**src/rtl/seg7_pkg.sv**
```systemverilog
// Shared constants and types for the seven-segment display controller.
package seg7_pkg;

    // Digit register interpretation, selected by the top bit of each digit register
    typedef enum logic {
        MODE_RAW = 1'b0,
        MODE_HEX = 1'b1
    } digitMode_e;

    localparam int MODE_BIT = 7;

    // Active-low pattern with every segment off
    localparam logic [6:0] SEG_BLANK = 7'h7F;

    // Active-high segments g..a for hex digits 0..F
    localparam logic [6:0] HEX_SEG_TABLE [16] = '{
        7'h3F, 7'h06, 7'h5B, 7'h4F, 7'h66, 7'h6D, 7'h7D, 7'h07,
        7'h7F, 7'h6F, 7'h77, 7'h7C, 7'h39, 7'h5E, 7'h79, 7'h71
    };

endpackage

```
**src/rtl/seg7_hex_decode.sv**
```systemverilog
// Combinational hex nibble to active-high segment pattern (g..a).
module seg7_hex_decode (
    input  logic [3:0] nibble_i,
    output logic [6:0] seg_o
);
    import seg7_pkg::*;

    // Straight table lookup of the nibble
    always_comb begin
        seg_o = HEX_SEG_TABLE[nibble_i];
    end

endmodule

```
**src/rtl/seg7_display_ctrl.sv**
```systemverilog
// Memory-mapped seven-segment controller: digit register file, blink timer,
// PWM brightness and a registered active-low segment output stage.
module seg7_display_ctrl #(
    parameter int NUM_DIGITS = 6,
    parameter int ADDR_W     = 3,
    parameter int BLINK_DIV  = 25000000,
    parameter int PWM_W      = 4
) (
    input  logic                    Clock,
    input  logic                    Resetn,
    input  logic                    Sel,
    input  logic                    Rd,
    input  logic [ADDR_W-1:0]       Addr,
    input  logic [7:0]              Data,
    output logic [7:0]              RdData,
    output logic [7*NUM_DIGITS-1:0] H
);
    import seg7_pkg::*;

    localparam int                PRE_W       = $clog2(BLINK_DIV);
    localparam logic [PRE_W-1:0]  PRE_LAST    = PRE_W'(BLINK_DIV - 1);
    localparam logic [ADDR_W-1:0] MASK_ADDR   = ADDR_W'(NUM_DIGITS);
    localparam logic [ADDR_W-1:0] BRIGHT_ADDR = ADDR_W'(NUM_DIGITS + 1);

    logic [7:0]              digit_q [NUM_DIGITS];
    logic [7:0]              digit_d [NUM_DIGITS];
    logic [NUM_DIGITS-1:0]   blinkMask_q, blinkMask_d;
    logic [PWM_W-1:0]        bright_q, bright_d;
    logic [PWM_W-1:0]        pwmCnt_q, pwmCnt_d;
    logic [PRE_W-1:0]        prescaler_q, prescaler_d;
    logic                    blinkPhase_q, blinkPhase_d;
    logic [7:0]              rdData_q, rdData_d;
    logic [7*NUM_DIGITS-1:0] h_q, h_d;
    logic [6:0]              hexSeg [NUM_DIGITS];
    logic                    maskWrite;
    logic                    lit;

    for (genvar g = 0; g < NUM_DIGITS; g++) begin : gDecode
        seg7_hex_decode uDecode (
            .nibble_i (digit_q[g][3:0]),
            .seg_o    (hexSeg[g])
        );
    end

    // Register file writes and the read port; a read sees pre-write contents
    always_comb begin
        for (int i = 0; i < NUM_DIGITS; i++) begin
            digit_d[i] = digit_q[i];
            if (Sel && (Addr == ADDR_W'(i))) digit_d[i] = Data;
        end
        maskWrite   = Sel && (Addr == MASK_ADDR);
        blinkMask_d = maskWrite ? Data[NUM_DIGITS-1:0] : blinkMask_q;
        bright_d    = (Sel && (Addr == BRIGHT_ADDR)) ? Data[PWM_W-1:0] : bright_q;
        rdData_d    = rdData_q;
        if (Rd) begin
            rdData_d = 8'h00;
            for (int i = 0; i < NUM_DIGITS; i++) begin
                if (Addr == ADDR_W'(i)) rdData_d = digit_q[i];
            end
            if (Addr == MASK_ADDR)   rdData_d = 8'(blinkMask_q);
            if (Addr == BRIGHT_ADDR) rdData_d = 8'(bright_q);
        end
    end

    // Blink prescaler and phase; a mask write restarts blinking in the visible phase
    always_comb begin
        prescaler_d  = prescaler_q + 1'b1;
        blinkPhase_d = blinkPhase_q;
        if (maskWrite) begin
            prescaler_d  = '0;
            blinkPhase_d = 1'b0;
        end else if (prescaler_q == PRE_LAST) begin
            prescaler_d  = '0;
            blinkPhase_d = ~blinkPhase_q;
        end
        pwmCnt_d = pwmCnt_q + 1'b1;
    end

    // Per-digit segment selection gated by brightness and blink
    always_comb begin
        logic [6:0] pattern;
        pattern = '0;
        h_d     = '1;
        lit     = (&bright_q) || (pwmCnt_q < bright_q);
        for (int i = 0; i < NUM_DIGITS; i++) begin
            pattern = (digitMode_e'(digit_q[i][MODE_BIT]) == MODE_HEX) ? hexSeg[i] : digit_q[i][6:0];
            h_d[7*i +: 7] = (lit && !(blinkMask_q[i] && blinkPhase_q)) ? ~pattern : SEG_BLANK;
        end
    end

    // State and output registers with synchronous active-low reset
    always_ff @(posedge Clock) begin
        if (!Resetn) begin
            for (int i = 0; i < NUM_DIGITS; i++) digit_q[i] <= 8'h00;
            blinkMask_q  <= '0;
            bright_q     <= '1;
            pwmCnt_q     <= '0;
            prescaler_q  <= '0;
            blinkPhase_q <= 1'b0;
            rdData_q     <= 8'h00;
            h_q          <= '1;
        end else begin
            digit_q      <= digit_d;
            blinkMask_q  <= blinkMask_d;
            bright_q     <= bright_d;
            pwmCnt_q     <= pwmCnt_d;
            prescaler_q  <= prescaler_d;
            blinkPhase_q <= blinkPhase_d;
            rdData_q     <= rdData_d;
            h_q          <= h_d;
        end
    end

    assign RdData = rdData_q;
    assign H      = h_q;

endmodule
```
**config.mk**
```make
export PLATFORM = sky130hd
export DESIGN_NAME = seg7_display_ctrl
export DESIGN_NICKNAME = d
export VERILOG_FILES = /design/src/rtl/seg7_pkg.sv /design/src/rtl/seg7_hex_decode.sv /design/src/rtl/seg7_display_ctrl.sv
export SDC_FILE = /design/constraint.sdc
export NUM_CORES = 1
export LEC_CHECK = 0
export ABC_CLOCK_PERIOD_IN_PS = 3600
export CAP_MARGIN = 0
export CORE_ASPECT_RATIO = 2
export CORE_MARGIN = 2
export CORE_UTILIZATION = 55
export DETAILED_ROUTE_END_ITERATION = 6
export PLACE_DENSITY = 0.8
export SLEW_MARGIN = 20
export SYNTH_ARGS = -nofsm -noshare
export SYNTH_HDL_FRONTEND = slang
export SYNTH_HIERARCHICAL = 1
export SYNTH_SLANG_ARGS = --single-unit
```
**constraint.sdc**
```tcl
create_clock -name Clock -period 3.6 [get_ports Clock]
set_clock_uncertainty 0.05 [all_clocks]
set_input_delay 0.54 -clock Clock [delete_from_list [all_inputs] [get_ports Clock]]
set_output_delay 0.54 -clock Clock [all_outputs]
set_load 0.01 [all_outputs]
```
-- After elaboration in Yosys (flattened, before gate mapping)
Memory sizes are Yosys's and may differ from the RTL's.
Index checks and enable logic that the tools add are counted.
- order comparisons: 7
- bitwise logic cells: 14
- add/sub/neg operators: 2
- reductions and logical operators: 37
- equal/unequal tests: 8
- multiplexer cells: 26
- operators with widths (kind ; number):
    $mux W7 ; 18
    $mux W8 ; 8
    $not A7 Y7 ; 6
    $ge A5 B5 Y1 const B ; 6
    $not A4 Y5 ; 6
    $add A25 B1 Y25 const B ; 1
    $eq A25 B25 Y1 const B ; 1
    $logic_and A1 B1 Y1 ; 20
    $eq A3 B3 Y1 const B ; 4
    $reduce_and A2 Y1 ; 6
    $eq A3 B2 Y1 const B ; 2
    $logic_not A1 Y1 ; 6
    $add A4 B1 Y4 const B ; 1
    $lt A4 B4 Y1 ; 1
    $reduce_and A4 Y1 ; 1
    $eq A3 B1 Y1 const B ; 1
    $logic_not A3 Y1 ; 1
    $reduce_or A3 Y1 ; 1
    $not A1 Y1 ; 2
    $reduce_or A2 Y1 ; 1
    $logic_or A1 B1 Y1 ; 1
- ROM bits: 672
- bits in registers: 138
- input bits: 15
- output and inout bits: 50
- logic and storage cells: 118
- memories kept: 6
- memories (name ; words ; width ; read ports ; clocked after memory_dff ; wr ports ; line ; RTL):
    (name not given) ; 16 ; 7 ; 1 ; 0 ; 0 ; seg7_hex_decode.sv:10 ; seg_o = HEX_SEG_TABLE[nibble_i];
    (name not given) ; 16 ; 7 ; 1 ; 0 ; 0 ; seg7_hex_decode.sv:10 ;
    (name not given) ; 16 ; 7 ; 1 ; 0 ; 0 ; seg7_hex_decode.sv:10 ;
    (name not given) ; 16 ; 7 ; 1 ; 0 ; 0 ; seg7_hex_decode.sv:10 ;
    (name not given) ; 16 ; 7 ; 1 ; 0 ; 0 ; seg7_hex_decode.sv:10 ;
    (name not given) ; 16 ; 7 ; 1 ; 0 ; 0 ; seg7_hex_decode.sv:10 ;

-- Depth between registers and ports, before layout
Gate-level depths: netlist of run 1.
- depth after elaboration: 9
- depth in mapped cells: 7
- gate-level depth less buffers: 7

-- Cells and area by module
The synthesis of run 1 kept the hierarchy.
- modules (own cells, without submodules) (module ; area an instance (um^2) ; instances ; sequential area each (um^2) ; cells an instance):
    seg7_display_ctrl ; 6207.2 ; 1 ; 2762.6 ; 713
    seg7_hex_decode at gDecode[2].uDecode ... ; 286.5 ; 4 ; 0.0 ; 33
    seg7_hex_decode at gDecode[0].uDecode ; 290.3 ; 1 ; 0.0 ; 33
    seg7_hex_decode at gDecode[1].uDecode ; 287.8 ; 1 ; 0.0 ; 33

-- Worst setup path before layout of run 1
OpenSTA, ideal clock, no wires.
- kind: input to register
- start: input port Addr[0]
- end: register digit_q[23] in the netlist's numbering
- path slack: 1.761 ns
- cell stages on the path: 5
- setup time: 0.076 ns
- data required time: 3.474 ns
- data arrival time: 1.714 ns
- buffers on the path: 1
- cell sequence: buf_2 clkinv_1 nor3_1 nand2_1 a21boi_0
- cells in the longest elaborated chain, start to end: 2
- RTL lines (what ; line ; RTL):
    start: declaration ; seg7_display_ctrl.sv:13 ; input logic [ADDR_W-1:0] Addr,
    $eq A3 B2 Y1 ; seg7_display_ctrl.sv:49 ; if (Sel && (Addr == ADDR_W'(i))) digit_d[i] = Data;
    $logic_and A1 B1 Y1 ; seg7_display_ctrl.sv:49 ;
    end signal: assignment ; seg7_display_ctrl.sv:103 ; digit_q <= digit_d;
    end: declaration ; seg7_display_ctrl.sv:25 ; logic [7:0] digit_q [NUM_DIGITS];
Every way passes these cells.
A chain may end at the register's enable or synchronous reset.

-- Worst setup path in the final report of run 1
- start: register prescaler_q[0]
- end: register prescaler_q[9]
- cells in the longest elaborated chain, start to end: 2
- RTL lines (what ; line ; RTL):
    start: declaration ; seg7_display_ctrl.sv:30 ; logic [PRE_W-1:0] prescaler_q, prescaler_d;
    start signal: assignment ; seg7_display_ctrl.sv:107 ; prescaler_q <= prescaler_d;
    parallel branches: the longest is 2 deep, another holds $add A25 B1 Y25 ; n/a ;
Parallel ways; which one is timed is not known.

==> run metrics, run 1 <==
status=finished clean; library cells used by synthesis=61; most frequent cells in the layout=138 x dfxtp_1, 116 x nand2_1, 67 x mux2i_1; via count=6783; Core Region=0.0142 sq mm; slowest CP cell=nor4_4; global-route wire length before repair=31.1 mm; Post-synth EDFFs=0; dpl ws=0.931 ns; Worst path max stage delay=0.59 ns; CTS tree=done; clk sink count=138; die height=approximately 170 microns; antenna violations before repair=0; initial core utilization=55.9%; pwr dens=400 mW/mm^2; vias per cell=around 6; multi-input logic area=0.00472 sq mm; Critical Path Start Type=flop; reg2reg path depth=6; Syn Nets=973; area leader, netlist=dfxtp_1; Antenna diodes=0; vias in the first global route=~6.3k; Max Clk Rate=0.428 GHz; share of layout cells above drive strength 1=8.58%; post-synth top area share=34.8%; Worst Path Max Fanout=14; TritonCTS buffer count=17; Avg WL per Cell=between 15 and 20 microns; Final period util=65.0%; MaxCap Viol Count=0; Skew-Pair Late Insertion Delay=0.43 ns; met1 wire length=~8.1 mm; Adder-Cell Fraction of Synth Area=under 10%; proportion of synthesized area in mux cells=14.5%; Setup Total Neg Slack=0 ns; Top-Level Pins=65; post-synthesis simple-gate area fraction=19.3%; largest net degree at the start of global routing=between 70 and 80; worst slew pin tran=0.849 ns; Reg area=0.00276 sq mm; # resized after CTS=0; FF-to-FF End=prescaler_q[9]; Setup crit end kind=flop; cell row count=62; Yosys Warn Count=6; Buf/Inv on CP=1; Final min period=2.34 ns; met3 wire length=1.08 mm; DP Area=0.00859 sq mm; register area share after synthesis=34.8%; Worst-path clk slew=0.07 ns; GRT Overall Usage=25.8%; highest metal used=met4; CP startpoint=prescaler_q[0]; number of port buffers=64; drt pass-1 iters=6; final routed DRC violation total=0; layout net count=1005; non-filler cells in the finished layout=1148; Area Overhead vs Synth=15.9%; Worst path top cell family by delay=simple AND/OR/NAND/NOR gates; Area contributors post-synth=dfxtp_1 35%, mux2i_1 8.5%, ha_1 7.4%; clock root cell=clkbuf_16; critical path cell sequence=ha_1 -> and3_1 -> nand3_1 -> nor4_4 -> buf_4 -> nor3_1; H-tree Lvls=4; critical path type=flop to flop; met2 wire length=9.65 mm; hpwl dp=13.7 mm; Die W=88.9 microns; Final Hold Viols=0; largest family of logic cells by synthesized area=simple AND/OR/NAND/NOR gates; setup repair bufs after CTS=0; overall routed net length=around 20 mm; Crit path depth=6; Main synth FF type=dfxtp_1; Final Slew Violations=0; post-synthesis compound-gate area fraction=~17%; syn_area_per_cell=8.71 sq um; Fillers=1166; total gr overflow=0; final worst setup slack=1.26 ns; Synth Area in XOR/XNOR=under 10%; Rel. slew slack=43.0%; DRT iter0 DRCs=558; synthesis-stage register bit count=roughly 140; Reg-to-Reg Start=prescaler_q[0]; VDD IR max=0.000345 V; synthesized cell area=0.00793 sq mm; most common cell after layout, fill and taps aside=dfxtp_1; CTS Buffer Depth=2; CP Capture Point=prescaler_q[9]; RSZ-0062 raised after global routing=false; Routed Antenna Nets=0; hold buffer count at cts=0; Syn Inst Count=911; Worst EP arrival=2.57 ns; worst reg2reg setup slack=1.26 ns; RePlAce Congestion=0.963; WP data required=approximately 3.8 ns; Final Setup Violations=0; final instance area=0.00919 sq mm; placed insts=between 1k and 1.5k; worst min-delay path category=input pin to flop; ys async rst share=0%; die area=0.0155 sq mm; P_leak=~3.3 nW
[worst min-delay path by stage]
stage                              start        endpoint  slack [ns]  cells after the start
after global placement       pwmCnt_q[0]     pwmCnt_q[0]        0.41                      1
after CTS                         Resetn     pwmCnt_q[3]        0.35                      2
after floorplan              pwmCnt_q[0]     pwmCnt_q[0]        0.38                      1
after detailed placement  prescaler_q[0]  prescaler_q[0]        0.43                      1
after global routing              Resetn     pwmCnt_q[3]        0.36                      2
final                             Resetn     pwmCnt_q[3]        0.36                      2
[area by class of cell]
class                      instances  area share, %
multi-input combinational        670           51.4
sequential                       138           30.1
timing repair buffer              74           7.73
clock buffer                      19           4.93
tap                              192           2.61
inverter                          42           1.72
clock inverter                    13           1.57
[report_power, final]
part           total (W)  switching (W)  leakage [nW]  internal (W)
clock network    0.00175       0.000686         0.282       0.00106
registers        0.00161      0.0000443          1.12       0.00157
logic           0.000321       0.000175          1.90      0.000146
total            0.00368       0.000906          3.30       0.00277
[synth_stat cells (5+ instances only)]
cell      number
a21boi_0      48
nor3_1        25
buf_2         18
a211oi_1      12
and2_1         9
mux2_2        16
mux2_4         5
mux2i_1       67
buf_6          6
xor2_1        10
a21oi_1       19
dfxtp_1      138
or3_1          7
nor2_1        64
o211ai_1       5
a22oi_1        9
nand4_1       11
nand2_1      116
o21ai_0       59
ha_1          47
o31ai_1       13
or4_1          7
clkbuf_1      33
nor2b_1       24
nand3b_1       6
inv_1         41
nand2b_1      14
mux4_1         6
nand3_1       17
[kinds of logic (layout without fill, tap and decap cells)]
kind of cell	count (synthesis)	count (layout)
compound gates	196	196
fa+ha+maj	47	47
xor+xnor	14	14
buf+inv	103	148
flops	138	138
simple gates	316	316
mux	97	97
[flip-flops by register name (all words and copies together) (netlist names)]
name,count
blinkPhase_q,1
prescaler_q,25
pwmCnt_q,4
digit_q,48
RdData,8
bright_q,4
blinkMask_q,6
H,42
[per-stage QoR]
| stage | hold WS [ns] | power (W) | utilization [%] |
|---|---|---|---|
| finish | 0.363 | 0.00368 | 64.7 |
| global route | 0.362 | 0.00381 | 64.7 |
| CTS | 0.350 | 0.00370 | 64.7 |
| detailed placement | 0.425 | 0.00196 | 60.5 |
| global placement | 0.408 | 0.00195 | 60.5 |
| floorplan | 0.382 | 0.00183 | - |
[per-layer routing]
| metal | up-vias | GRT usage (%) |
|---|---|---|
| met4 | 0 | 12.1 |
| met1 | 3209 | 32.1 |
| met3 | 60 | 5.10 |
| li1 | 3261 | - |
| met2 | 253 | 41.8 |
| met5 | - | 0 |
[worst register-to-register path: stages (launching register included)]
cell	delay [ns]
dfxtp_1	0.36
ha_1	0.23
and3_1	0.36
nand3_1	0.22
nor4_4	0.59
buf_4	0.32
nor3_1	0.07
Note: power is estimated with default switching activity, not from simulation.
==> run 2, diff against run 1 <==
--- a/config.mk
+++ b/config.mk
@@ -5,7 +5,7 @@
 export SDC_FILE = /design/constraint.sdc
 export NUM_CORES = 1
 export LEC_CHECK = 0
-export ABC_CLOCK_PERIOD_IN_PS = 3600
+export ABC_CLOCK_PERIOD_IN_PS = 2200
 export CAP_MARGIN = 0
 export CORE_ASPECT_RATIO = 2
 export CORE_MARGIN = 2
==> constraint.sdc (replaced) <==
create_clock -name Clock -period 2.2 [get_ports Clock]
set_clock_uncertainty 0.05 [all_clocks]
set_input_delay 0.33 -clock Clock [delete_from_list [all_inputs] [get_ports Clock]]
set_output_delay 0.33 -clock Clock [all_outputs]
set_load 0.01 [all_outputs]
==> run 2 against run 1 <==
  * Via count grew 0.12%
  * Cell count increased by 2.0%
  * Non-clock buffer count is 23 higher
  * Worst hold slack worse by 0.22 ns
  * Combinational power rose by 75%
  * Global-route usage increased by 1.3 points
  * First-iteration DRC count up 0.54%
==> run metrics, run 2 (synthesized netlist as in run 1, its figures left out) <==
largest net degree at the start of global routing=43 (was 71); final worst setup slack=0.225 ns (was 1.26 ns); P_leak=3.44 nW (was 3.30 nW); Rel. slew slack=58.9% (was 43.0%); final routed DRC violation total=0 (unchanged); Skew-Pair Late Insertion Delay=0.43 ns (about the same); dpl ws=0.111 ns (was 0.931 ns); hpwl dp=14.1 mm (was 13.7 mm); grt peak-use layer=met2 (unchanged); Final Hold Viols=0 (unchanged); Final min period=1.97 ns (was 2.34 ns); number of port buffers=64 (unchanged); setup repair bufs after CTS=0 (unchanged); CTS tree=done (unchanged); GRT met3 Usage=3.95% (was 5.10%); Setup crit end kind=flop (unchanged); met2 Usage GRT=44.3% (was 41.8%); Worst EP arrival=2.27 ns (was 2.57 ns); most common cell after layout, fill and taps aside=dfxtp_1 (unchanged); status=finished clean (unchanged); Area Overhead vs Synth=18.6% (was 15.9%); pwr dens=644 mW/mm^2 (was 400 mW/mm^2); M1 GR Usage=34.5% (was 32.1%); worst slew pin tran=0.616 ns (was 0.849 ns); clock root cell=clkbuf_16 (unchanged); Reg with most FFs=digit_q (unchanged); # resized after CTS=0 (unchanged); DRT iter0 DRCs=561 (was 558); MaxCap Viol Count=0 (unchanged); Antenna diodes=0 (unchanged); Final Setup Violations=0 (unchanged); vias per cell=5.80 (was 5.91); Critical Path Start Type=flop (unchanged); vias in the first global route=6594 (was 6288); TritonCTS buffer count=17 (unchanged); worst min-delay path category=input pin to flop (unchanged); layout net count=1028 (was 1005); Avg WL per Cell=17.5 microns (was 17.1 microns); cell row count=62 (unchanged); Final Slew Violations=0 (unchanged); hold buffer count at cts=0 (unchanged); Max Clk Rate=0.506 GHz (was 0.428 GHz); Hold Worst Slack=0.141 ns (was 0.363 ns); antenna violations before repair=0 (unchanged); overall routed net length=20.5 mm (was 19.6 mm); Final period util=89.8% (was 65.0%); critical path type=flop to flop (unchanged); VDD IR max=0.000557 V (was 0.000345 V); drt pass-1 iters=4 (was 6); Fillers=1139 (was 1166); die area=0.0155 sq mm (unchanged); DP Area=0.00882 sq mm (was 0.00859 sq mm); WP data required=2.49 ns (was 3.84 ns); Top-Level Pins=65 (unchanged); final instance area=0.00941 sq mm (was 0.00919 sq mm); Worst-path clk slew=0.07 ns (about the same); share of layout cells above drive strength 1=10.7% (was 8.58%); total gr overflow=0 (unchanged); GRT Overall Usage=27.1% (was 25.8%); RePlAce Congestion=0.937 (was 0.963); CTS Buffer Depth=2 (unchanged); initial core utilization=55.9% (unchanged); clk sink count=138 (unchanged); global-route wire length before repair=32.9 mm (was 31.1 mm); RSZ-0062 raised after global routing=false (unchanged); Routed Antenna Nets=0 (unchanged); H-tree Lvls=4 (unchanged); die height=174 microns (unchanged); via count=6791 (was 6783); Worst Path Max Fanout=10 (was 14); Setup Total Neg Slack=0 ns (unchanged); Die W=88.9 microns (unchanged); max reg flops=48 (unchanged); Core Region=0.0142 sq mm (unchanged); most frequent cells in the layout=138 x dfxtp_1, 116 x nand2_1, 67 x mux2i_1 (unchanged)
[run 2: per-layer routing]
metal,vias up,routed length (microns)
li1,3300,-
met1,3228,8430
met2,220,10400
met3,43,1010
met4,0,736
met5,-,0
[run 2: worst max-delay path, stage by stage, from the launching register on]
cell and delay, ns:
dfxtp_1 0.42, and3_2 0.26, nand4_1 0.22, buf_4 0.24
or4_1 0.48, a211oi_1 0.23
[run 2: cell type report]
cell class                 instances  area [sq um]  area share, %
tap                              192           240           2.55
timing repair buffer              97           933           9.92
sequential                       138          2760           29.4
clock inverter                    15           163           1.73
clock buffer                      17           425           4.52
multi-input combinational        670          4720           50.2
inverter                          42           158           1.68
[run 2: per-stage QoR]
step / utilization (%) / total power (W) / cells
2_1_floorplan: - / 0.00300 / 911
6_report: 66.3 / 0.00606 / 1171
3_3_place_gp: 62.1 / 0.00322 / 1139
4_1_cts: 66.3 / 0.00608 / 1171
5_1_grt: 66.3 / 0.00624 / 1171
3_5_place_dp: 62.1 / 0.00324 / 1139
[run 2: path summary, 6_finish.rpt]
kind	startpoint	end	slack, ns	depth (start not counted)
setup / recovery	prescaler_q[8]	prescaler_q[20]	0.23	5
hold / removal	Resetn	pwmCnt_q[2]	0.14	2
setup reg to reg	prescaler_q[8]	prescaler_q[20]	0.23	5
hold reg to reg	pwmCnt_q[0]	pwmCnt_q[0]	0.43	1
[run 2: where the power goes]
group	internal (W)	switching, W	total (W)
sequential	0.00257	0.0000677	0.00263
clock	0.00169	0.00118	0.00286
combinational	0.000261	0.000299	0.000561
total	0.00451	0.00155	0.00606
